===== src/rtl/multicycle_ctrl.sv =====
`default_nettype none
// +----------------------------------------------------------------------------+
// | Module      : multicycle_ctrl                                              |
// | Description : Control FSM for a multicycle RV32I-subset datapath.          |
// | Revision    : 1.0 - initial release                                        |
// +----------------------------------------------------------------------------+
module multicycle_ctrl (
    input  logic        clk,
    input  logic        rst,
    input  logic [31:0] instruction,
    input  logic        imem_ready,
    input  logic        dmem_ready,
    input  logic        branch_taken,
    output logic        imem_req,
    output logic        ir_we,
    output logic        pc_we,
    output logic [1:0]  pc_src,
    output logic [1:0]  alu_a_sel,
    output logic        alu_b_sel,
    output logic        dmem_re,
    output logic        dmem_we,
    output logic        reg_we,
    output logic [1:0]  wb_sel,
    output logic        illegal,
    output logic [2:0]  state,
    output logic [31:0] instret
);

    localparam logic [2:0] c_FETCH  = 3'd0;
    localparam logic [2:0] c_DECODE = 3'd1;
    localparam logic [2:0] c_EXEC   = 3'd2;
    localparam logic [2:0] c_MEM    = 3'd3;
    localparam logic [2:0] c_WB     = 3'd4;
    localparam logic [2:0] c_TRAP   = 3'd5;

    localparam logic [6:0] c_OP_R      = 7'b0110011;
    localparam logic [6:0] c_OP_IMM    = 7'b0010011;
    localparam logic [6:0] c_OP_LOAD   = 7'b0000011;
    localparam logic [6:0] c_OP_STORE  = 7'b0100011;
    localparam logic [6:0] c_OP_BRANCH = 7'b1100011;
    localparam logic [6:0] c_OP_JAL    = 7'b1101111;
    localparam logic [6:0] c_OP_JALR   = 7'b1100111;
    localparam logic [6:0] c_OP_LUI    = 7'b0110111;
    localparam logic [6:0] c_OP_AUIPC  = 7'b0010111;
    localparam logic [2:0] c_F3_WORD   = 3'b010;

    logic [2:0]  r_state;
    logic        r_illegal;
    logic [31:0] r_instret;

    logic [6:0]  w_opcode;
    logic [2:0]  w_funct3;
    logic [4:0]  w_rd;
    logic        w_unused;
    logic        w_is_load;
    logic        w_is_store;
    logic        w_is_branch;
    logic        w_is_jal;
    logic        w_is_jalr;
    logic        w_legal;
    logic [1:0]  w_a_sel;
    logic        w_b_sel;

    logic        w_imem_req;
    logic        w_ir_we;
    logic        w_pc_we;
    logic [1:0]  w_pc_src;
    logic [1:0]  w_alu_a_sel;
    logic        w_alu_b_sel;
    logic        w_dmem_re;
    logic        w_dmem_we;
    logic        w_reg_we;
    logic [1:0]  w_wb_sel;

    assign w_opcode    = instruction[6:0];
    assign w_rd        = instruction[11:7];
    assign w_funct3    = instruction[14:12];
    assign w_unused    = ^instruction[31:15];

    assign w_is_load   = (w_opcode == c_OP_LOAD);
    assign w_is_store  = (w_opcode == c_OP_STORE);
    assign w_is_branch = (w_opcode == c_OP_BRANCH);
    assign w_is_jal    = (w_opcode == c_OP_JAL);
    assign w_is_jalr   = (w_opcode == c_OP_JALR);

    always_comb begin
        w_legal = 1'b0;
        case (w_opcode)
            c_OP_R, c_OP_IMM, c_OP_BRANCH, c_OP_JAL,
            c_OP_JALR, c_OP_LUI, c_OP_AUIPC:  w_legal = 1'b1;
            c_OP_LOAD, c_OP_STORE:            w_legal = (w_funct3 == c_F3_WORD);
            default:                          w_legal = 1'b0;
        endcase
    end

    // Operand selects depend only on the opcode, so they stay stable from EXEC through WB.
    assign w_b_sel = !((w_opcode == c_OP_R) || w_is_branch);
    assign w_a_sel = (w_opcode == c_OP_LUI)                   ? 2'd2 :
                     ((w_opcode == c_OP_AUIPC) || w_is_jal)   ? 2'd1 : 2'd0;

    always_comb begin
        w_imem_req  = 1'b0;
        w_ir_we     = 1'b0;
        w_pc_we     = 1'b0;
        w_pc_src    = 2'd0;
        w_alu_a_sel = 2'd0;
        w_alu_b_sel = 1'b0;
        w_dmem_re   = 1'b0;
        w_dmem_we   = 1'b0;
        w_reg_we    = 1'b0;
        w_wb_sel    = 2'd0;
        case (r_state)
            c_FETCH: begin
                w_imem_req = 1'b1;
                w_ir_we    = imem_ready;
            end
            c_EXEC: begin
                w_alu_a_sel = w_a_sel;
                w_alu_b_sel = w_b_sel;
                if (w_is_branch) begin
                    w_pc_we  = 1'b1;
                    w_pc_src = branch_taken ? 2'd1 : 2'd0;
                end
            end
            c_MEM: begin
                w_alu_a_sel = w_a_sel;
                w_alu_b_sel = w_b_sel;
                w_dmem_re   = w_is_load;
                w_dmem_we   = w_is_store;
                w_pc_we     = w_is_store && dmem_ready;
            end
            c_WB: begin
                w_alu_a_sel = w_a_sel;
                w_alu_b_sel = w_b_sel;
                w_reg_we    = (w_rd != 5'd0);
                w_pc_we     = 1'b1;
                w_pc_src    = w_is_jal ? 2'd1 : (w_is_jalr ? 2'd2 : 2'd0);
                w_wb_sel    = w_is_load ? 2'd1 : ((w_is_jal || w_is_jalr) ? 2'd2 : 2'd0);
            end
            default: begin
            end
        endcase
    end

    // Reset squashes every side effect within the same cycle, so an aborted access writes nothing.
    assign imem_req  = w_imem_req  & ~rst;
    assign ir_we     = w_ir_we     & ~rst;
    assign pc_we     = w_pc_we     & ~rst;
    assign pc_src    = rst ? 2'd0  : w_pc_src;
    assign alu_a_sel = rst ? 2'd0  : w_alu_a_sel;
    assign alu_b_sel = w_alu_b_sel & ~rst;
    assign dmem_re   = w_dmem_re   & ~rst;
    assign dmem_we   = w_dmem_we   & ~rst;
    assign reg_we    = w_reg_we    & ~rst;
    assign wb_sel    = rst ? 2'd0  : w_wb_sel;
    assign illegal   = r_illegal   & ~rst;
    assign instret   = rst ? 32'd0 : r_instret;
    assign state     = r_state;

    always_ff @(posedge clk) begin
        if (rst) begin
            r_state   <= c_FETCH;
            r_illegal <= 1'b0;
            r_instret <= 32'd0;
        end else begin
            if (w_pc_we) begin
                r_instret <= r_instret + 32'd1;
            end
            case (r_state)
                c_FETCH: begin
                    if (imem_ready) begin
                        r_state <= c_DECODE;
                    end
                end
                c_DECODE: begin
                    if (w_legal) begin
                        r_state <= c_EXEC;
                    end else begin
                        r_state   <= c_TRAP;
                        r_illegal <= 1'b1;
                    end
                end
                c_EXEC: begin
                    if (w_is_branch) begin
                        r_state <= c_FETCH;
                    end else if (w_is_load || w_is_store) begin
                        r_state <= c_MEM;
                    end else begin
                        r_state <= c_WB;
                    end
                end
                c_MEM: begin
                    if (dmem_ready) begin
                        r_state <= w_is_load ? c_WB : c_FETCH;
                    end
                end
                c_WB: begin
                    r_state <= c_FETCH;
                end
                c_TRAP: begin
                    r_state <= c_TRAP;
                end
                default: begin
                    r_state <= c_FETCH;
                end
            endcase
        end
    end

endmodule
`default_nettype wire


===== config.mk =====
export PLATFORM = sky130hd
export DESIGN_NAME = multicycle_ctrl
export DESIGN_NICKNAME = d
export VERILOG_FILES = /design/src/rtl/multicycle_ctrl.sv
export SDC_FILE = /design/constraint.sdc
export NUM_CORES = 1
export LEC_CHECK = 0
export CELL_PAD_IN_SITES_DETAIL_PLACEMENT = 0
export CELL_PAD_IN_SITES_GLOBAL_PLACEMENT = 1
export CORE_UTILIZATION = 34
export CTS_CLUSTER_SIZE = 14
export DETAILED_ROUTE_END_ITERATION = 16
export GPL_ROUTABILITY_DRIVEN = 0
export GPL_TIMING_DRIVEN = 1
export PLACE_DENSITY = 0.85
export SYNTH_ARGS = -nofsm -noshare
export SYNTH_HDL_FRONTEND = slang
export SYNTH_SLANG_ARGS = --single-unit

===== constraint.sdc =====
create_clock -name clk -period 4.35 [get_ports clk]
set_input_delay 0.87 -clock clk [delete_from_list [all_inputs] [get_ports clk]]
set_output_delay 0.87 -clock clk [all_outputs]
set_load 0.01 [all_outputs]

======== Word-level counts from Yosys, hierarchy flattened ========
Cells that the tools add are included.
storage, ports and cells
  output and inout bits ................... 49
  register bits ........................... 36
  bits of input ports ..................... 37
  logic and storage cells ................. 75
operators by class
  eq/ne operators ......................... 17
  bitwise operators ....................... 10
  muxes and demuxes ....................... 31
  reduce and logical (&&, ||, !) cells .... 13
  add/subtract/negate cells ............... 1
operator list
  kind                     number
  $add A32 B1 Y32 const B  1
  $mux W32                 1
  $eq A7 B6 Y1 const B     3
  $eq A7 B7 Y1 const B     3
  $mux W2                  10
  $mux W3                  6
  $pmux W3 S5              1
  $eq A7 B5 Y1 const B     2
  $mux W1                  10
  $eq A3 B2 Y1 const B     3
  $and A1 B1 Y1            8
  $eq A7 B2 Y1 const B     1
  $reduce_or A7 Y1         1
  $eq A3 B3 Y1 const B     2
  $reduce_bool A5 Y1       1
  $logic_or A1 B1 Y1       4
  $ne A2 B2 Y1 const B     2
  $pmux W2 S2              1
  $reduce_and A2 Y1        2
  $eq A3 B1 Y1 const B     1
  $logic_not A3 Y1         1
  $pmux W1 S3              1
  $reduce_or A3 Y1         1
  $not A1 Y1               2
  4 further kinds          4

======== Logic depth before layout (Yosys ltp) ========
Gate-level depths: netlist of the first run.
  depth after elaboration ................. 6
  mapped depth ............................ 7
  depth with buffers taken out ............ 6

======== Worst setup path after synthesis of the first run ========
Ideal clock, no wire load.
  kind .................................... input to output
  start point ............................. input instruction[6]
  end point ............................... output pc_we
  stages .................................. 5
  setup slack ............................. 1.325 ns
  required time ........................... 3.480 ns
  data arrival time ....................... 2.155 ns
  cells stage by stage .................... clkbuf_1 and3b_1 o211ai_1 clkbuf_1 a21oi_1
between the ends
  word-level cells in the longest chain between the ends .. 4
RTL lines
  what                                                   RTL line  source
  from (decl)                                            10        input logic [31:0] instruction,
  $eq A7 B7 Y1 / $eq A7 B6 Y1 (equally long branches)    82, 81
  $mux W1 / $logic_and A1 B1 Y1 (equally long branches)  120, 130
  $pmux W1 S3 *                                          112       case (r_state)
  $and A1 B1 Y1 *                                        148       assign pc_we = w_pc_we & ~rst;
  to (decl)                                              16        output logic pc_we,
Mark *: on every way between the ends. The rest lies on a longest branch, timed or not.

======== Worst setup path after layout of the first run ========
  start point ............................. input instruction[1]
  end point ............................... output dmem_re
between the ends
  word-level cells in the longest chain between the ends .. 3
RTL lines
  what           RTL line  source
  $eq A7 B2 Y1   80        assign w_is_load = (w_opcode == c_OP_LOAD);
  $mux W1        112
  $and A1 B1 Y1  152       assign dmem_re = w_dmem_re & ~rst;
  to (decl)      20        output logic dmem_re,
No other way between the ends.

==> flow_summary.json, run 1 <==
{
  "synth_ff_type": "dfxtp_1",
  "grt_max_degree": 65,
  "p_switching_uw": 228,
  "cap_violations": 0,
  "hpwl_um": 4030,
  "pin_count": 86,
  "max_slew_margin": 0.597,
  "wl_met1_um": 2890,
  "p_int_uw": 554,
  "cts.clk_slew.worst_paths_ns": 0.07,
  "clock_sinks": 36,
  "fmax_ghz": 0.272,
  "fillers": 638,
  "die_x_um": 84.2,
  "setup_viol": 0,
  "port_buffers": 68,
  "core_um2": 6420,
  "start_kind": "primary input",
  "dp_cells": 415,
  "startpoint": "instruction[1]",
  "drc": 6,
  "ys_warn_count": 0,
  "yosysTopAreaCellShare": 0.314,
  "clkPwrFrac": 0.316,
  "final_core_util": 0.483,
  "area_growth_pct": 34.8,
  "violations": "DRC",
  "required_ns": 3.48,
  "layout_commonest_cell": "clkdlybuf4s50_1",
  "fin_cells": 423,
  "h-tree-depth": 2,
  "die_y_um": 84.2,
  "pwr-share-comb": 0.216,
  "synth_nets": 326,
  "highest_layer": "met4",
  "power_density_nw_per_um2": 252,
  "met3_length_um": 266,
  "antenna_left": 0,
  "grt.overflow.total": 0,
  "tightest_slew_ns": 0.604,
  "seqPwrFrac": 0.468,
  "final_cell_mix": "67 x clkdlybuf4s50_1, 39 x nor2_1, 36 x dfxtp_1, 33 x nor2b_1, 23 x xnor2_1",
  "routed_via_density": 5.35,
  "grt_util_all_layers": 0.169,
  "syn_area_um2": 2300,
  "wl_per_cell_um": 13.8,
  "ctsHoldBuffers": 0,
  "ys_async_sr_fraction": 0,
  "cts_resized": 0,
  "setup-tns-final_ns": 0,
  "diodes": 0,
  "reg2reg_from": "state[1]$_SDFFE_PP0P_",
  "rows": 29,
  "ys_seq_area_frac": 0.314,
  "synth_area_per_cell_um2": 7.98,
  "worstPathArrival_ns": 2.80,
  "total_power_uw": 782,
  "report.final.slew_viol_count": 0,
  "drt_first_iter_violations": 101,
  "syn_inst": 288,
  "vias": 2265,
  "status": "complete, but fails checks",
  "antenna_found_initial": 0,
  "grt_pass1_wl_um": 9740,
  "holdWs_ns": 0.508,
  "yosysUniqueCellTypes": 46,
  "cts_buffer_depth": 2,
  "cts_tree": "done",
  "insertion_delay_ns": 0.29,
  "rsz0062_at_grt": "no",
  "yosysTopAreaCell": "dfxtp_1",
  "hp-class": "register to register",
  "cts_setup_buffers": 0,
  "nNetsFinal": 383,
  "synth_edf_count": 0,
  "synth_area_leaders": "dfxtp_1 31%, nor2b_1 9.0%, xnor2_1 8.8%",
  "clock_skew_ns": 0.00449,
  "crit_fanout": 6,
  "routed_wl_um": 5840,
  "dieArea_um2": 7090,
  "clock-root-buffer": "clkbuf_8",
  "drive_gt1_frac": 0.0636,
  "hold_viol_final": 0,
  "p_leak_nw": 0.978,
  "worst-setup-path-type": "primary input to output port",
  "start_util": 0.358,
  "period_needed_ns": 3.67,
  "met2_length_um": 2580,
  "grt_pass1_vias": 2081,
  "min-delay-start": "r_instret[1]$_SDFFE_PP0N_",
  "end_kind": "output port",
  "cts_made_buffers": 5,
  "ys_ff_latch": 36,
  "switching_share": 0.292,
  "worst_ir_drop_vdd_mv": 0.190,
  "dr.pass1.iters": 12,
  "period_share": 0.845
}
==> kinds of logic (layout without fill, tap and decap cells) <==
family	count (synthesis)	in the layout	share of synthesized area
AOI/OAI and AO/OA	44	44	0.152
xor gates and xnor gates	23	23	0.0876
adders and majority gates	1	1	0.00544
buffers and inverters	25	83	0.0414
DFF	36	36	0.314
muxes	9	9	0.0441
and+or+nand+nor	150	150	0.355
==> stage by stage <==
step | setup WS (ns) | cell area (um^2)
final | 0.676 | 3100
after global placement | 0.711 | 3010
after detailed placement | 0.699 | 3010
after CTS | 0.691 | 3100
after global routing | 0.595 | 3100
after floorplan | 1.32 | 2300
==> cell usage after synthesis (2+ instances only) <==
cell,number
mux2_1,4
nor2b_1,33
a2111oi_0,14
nand3b_1,2
nor2_1,39
and4_1,5
or2_2,3
and4bb_2,2
nor3_1,3
and3_1,2
dfxtp_1,36
xnor2_1,23
mux2_2,5
nand2_1,20
a21oi_1,7
inv_1,5
nand2b_1,6
o21ai_0,4
clkbuf_1,18
nand4_1,6
a21boi_0,2
nand3_1,16
nor4_1,6
a211oi_1,5
==> per-layer routing <==
metal / vias up / track usage
li1: 1147 / -
met1: 1051 / 0.230
met2: 57 / 0.256
met3: 10 / 0.0364
met4: 0 / 0.0752
met5: - / 0
==> area by class of cell <==
type / count / area, um^2 / share of cell area
Multi-Input combinational cell: 227 / 1480 / 0.478
Sequential cell: 36 / 721 / 0.233
Clock buffer: 8 / 90.1 / 0.0291
Timing Repair Buffer: 70 / 691 / 0.223
Inverter: 5 / 18.8 / 0.00606
Tap cell: 77 / 96.3 / 0.0311
==> path summary, 6_finish.rpt <==
kind | to | slack [ns] | cells past startpoint
min | r_instret[1]$_SDFFE_PP0N_ | 0.51 | 2
max reg2reg | r_instret[27]$_SDFFE_PP0N_ | 1.97 | 5
max | dmem_re | 0.68 | 5
min reg2reg | r_instret[1]$_SDFFE_PP0N_ | 0.51 | 2
==> power groups by stage <==
stage	combinational, mW	sequential (mW)	clock (mW)
after floorplan	0.105	0.363	0
after global placement	0.167	0.372	0
after detailed placement	0.169	0.373	0
after CTS	0.170	0.366	0.253
after global routing	0.185	0.368	0.269
final	0.169	0.366	0.247
==> registers in the layout (all words and copies together) (netlist names) <==
name,count
r_instret,32
state,3
r_illegal,1
==> critical path, stage by stage <==
cell	delay, ns
clkdlybuf4s50_1	0.59
and4bb_2	0.29
nand2_1	0.16
nor4_1	0.32
clkdlybuf4s50_1	0.59
Note: power is estimated with default switching activity, not from simulation.
==> run 2, diff against run 1 <==
--- a/config.mk
+++ b/config.mk
@@ -7,12 +7,12 @@
 export LEC_CHECK = 0
 export CELL_PAD_IN_SITES_DETAIL_PLACEMENT = 0
 export CELL_PAD_IN_SITES_GLOBAL_PLACEMENT = 1
-export CORE_UTILIZATION = 34
+export CORE_UTILIZATION = 28
 export CTS_CLUSTER_SIZE = 14
 export DETAILED_ROUTE_END_ITERATION = 16
 export GPL_ROUTABILITY_DRIVEN = 0
 export GPL_TIMING_DRIVEN = 1
-export PLACE_DENSITY = 0.85
+export PLACE_DENSITY = 0.74
 export SYNTH_ARGS = -nofsm -noshare
 export SYNTH_HDL_FRONTEND = slang
 export SYNTH_SLANG_ARGS = --single-unit
==> constraint.sdc (replaced) <==
create_clock -name clk -period 3.05 [get_ports clk]
set_input_delay 0.61 -clock clk [delete_from_list [all_inputs] [get_ports clk]]
set_output_delay 0.61 -clock clk [all_outputs]
set_load 0.01 [all_outputs]
==> run 2 against run 1 <==
- the run now ends clean
- non-clock buffer count grew 13
- sequential cell count is the same
- sequential power grew 43%
- register-to-register slack lost 1.3 ns
- total power grew 38%
- cell count grew 8.3%
- die area grew 21%
- critical path type unchanged
- critical endpoint is now wb_sel[0]
- highest routed layer unchanged
==> flow_summary.json, run 2 (synthesis gave the netlist of run 1 again) <==
{
  "insertion_delay_ns": 0.28,
  "area_growth_pct": 40.8,
  "core_um2": 7850,
  "crit_end": "wb_sel[0]",
  "end_kind": "output port",
  "cap_violations": 0,
  "grt_max_degree": 69,
  "setup_viol": 0,
  "grt_pass1_wl_um": 10100,
  "antenna_found_initial": 0,
  "h-tree-depth": 2,
  "crit_fanout": 4,
  "regMostFlops": "r_instret",
  "die_x_um": 92.6,
  "clkPwrFrac": 0.280,
  "clock_skew_ns": 0.00355,
  "design_area_um2": 3240,
  "power_density_nw_per_um2": 333,
  "period_share": 0.974,
  "required_ns": 2.44,
  "dr.pass1.iters": 4,
  "drive_gt1_frac": 0.0983,
  "reg2reg_to": "r_instret[27]$_SDFFE_PP0N_",
  "hpwl_um": 4510,
  "reg2reg_from": "r_instret[8]$_SDFFE_PP0N_",
  "pwr-share-comb": 0.237,
  "startpoint": "instruction[0]",
  "tightest_slew_ns": 0.579,
  "worst-setup-path-type": "primary input to output port",
  "diodes": 0,
  "reg2reg_depth": 6,
  "switching_share": 0.292,
  "antenna_left": 0,
  "clock-root-buffer": "clkbuf_8",
  "start_util": 0.293,
  "grt_pass1_vias": 2127,
  "hold_viol_final": 0,
  "fmax_ghz": 0.337,
  "cts_tree": "done",
  "rows": 32,
  "worstPathArrival_ns": 2.36,
  "rsz0062_at_grt": "no",
  "p_switching_uw": 315,
  "clock_sinks": 36,
  "routed_via_density": 4.99,
  "cts.clk_slew.worst_paths_ns": 0.07,
  "nNetsFinal": 396,
  "grt.overflow.total": 0,
  "port_buffers": 68,
  "reg2reg_slack_ns": 0.70,
  "routed_wl_um": 6170,
  "period_needed_ns": 2.97,
  "holdPathStages": 2,
  "start_kind": "primary input",
  "drc": 0,
  "max_slew_margin": 0.604,
  "hp-class": "register to register",
  "wl_per_cell_um": 13.5,
  "pin_count": 86,
  "die_y_um": 92.6,
  "worst_ir_drop_vdd_mv": 0.237,
  "grt_util_all_layers": 0.147,
  "layout_commonest_cell": "clkdlybuf4s50_1",
  "vias": 2284,
  "p_leak_nw": 1.12,
  "report.final.slew_viol_count": 0,
  "cts_buffer_depth": 2,
  "ctsHoldBuffers": 0,
  "dieArea_um2": 8570,
  "cts_made_buffers": 5,
  "p_int_uw": 764,
  "status": "finished clean",
  "total_power_mw": 1.08,
  "placedInstanceArea_um2": 3150,
  "seqPwrFrac": 0.483,
  "largest_register_ffs": 32,
  "final_cell_mix": "60 x clkdlybuf4s50_1, 39 x nor2_1, 36 x dfxtp_1, 33 x nor2b_1, 23 x xnor2_1",
  "drt_first_iter_violations": 73
}
==> run 2: cell type report <==
type / instances / area, um^2
Timing Repair Buffer: 83 / 811
Tap cell: 102 / 128
Clock buffer: 5 / 68.8
Inverter: 5 / 18.8
Fill cell: 834 / 4610
Sequential cell: 36 / 721
Multi-Input combinational cell: 227 / 1490
==> run 2: stage by stage <==
| stage | hold WS (ns) | instances | TNS [ns] | util | setup WS [ns] |
|---|---|---|---|---|---|
| 2_1_floorplan | 0.469 | 288 | 0 | - | 0.545 |
| 3_3_place_gp | 0.490 | 453 | -0.00169 | 0.401 | -0.00169 |
| 3_5_place_dp | 0.509 | 453 | -0.0436 | 0.401 | -0.0241 |
| 4_1_cts | 0.519 | 458 | 0 | 0.411 | 0.0166 |
| 5_1_grt | 0.547 | 458 | 0 | 0.412 | 0.00827 |
| 6_report | 0.517 | 458 | 0 | 0.412 | 0.0784 |
==> run 2: how the worst min path moves through the flow <==
stage | from | end | slack (ns)
2_1_floorplan | r_instret[1]$_SDFFE_PP0N_ | r_instret[1]$_SDFFE_PP0N_ | 0.47
3_3_place_gp | r_instret[1]$_SDFFE_PP0N_ | r_instret[1]$_SDFFE_PP0N_ | 0.49
3_5_place_dp | r_instret[1]$_SDFFE_PP0N_ | r_instret[1]$_SDFFE_PP0N_ | 0.51
4_1_cts | r_instret[1]$_SDFFE_PP0N_ | r_instret[1]$_SDFFE_PP0N_ | 0.52
5_1_grt | r_instret[1]$_SDFFE_PP0N_ | r_instret[1]$_SDFFE_PP0N_ | 0.55
6_report | r_instret[1]$_SDFFE_PP0N_ | r_instret[1]$_SDFFE_PP0N_ | 0.52
==> run 2: worst max-delay path, cell delays in order <==
cell and delay [ns]:
clkdlybuf4s50_1 0.54, and4bb_2 0.26, nand2_1 0.11, nor4_1 0.23, clkdlybuf4s50_1 0.59
==> run 2: what timing repair did <==
item                       CTS  global route
setup endpoints to repair    2             4
gates resized for setup      3             5
buffers inserted             0             0
pin swaps                    0             0
==> run 2: layer usage <==
layer / GRT usage / routed length, um / up-vias
met5: 0 / 0 / -
li1: - / - / 1170
met1: 0.197 / 3030 / 1060
met3: 0.0263 / 216 / 6
met2: 0.240 / 2840 / 48
met4: 0.0430 / 82 / 0
==> run 2: power groups by stage <==
stage               clock network [mW]  registers, mW  logic, mW
finish                           0.302          0.522      0.255
global placement                     0          0.533      0.254
global route                     0.332          0.526      0.278
CTS                              0.315          0.522      0.257
floorplan                            0          0.518      0.150
detailed placement                   0          0.533      0.256
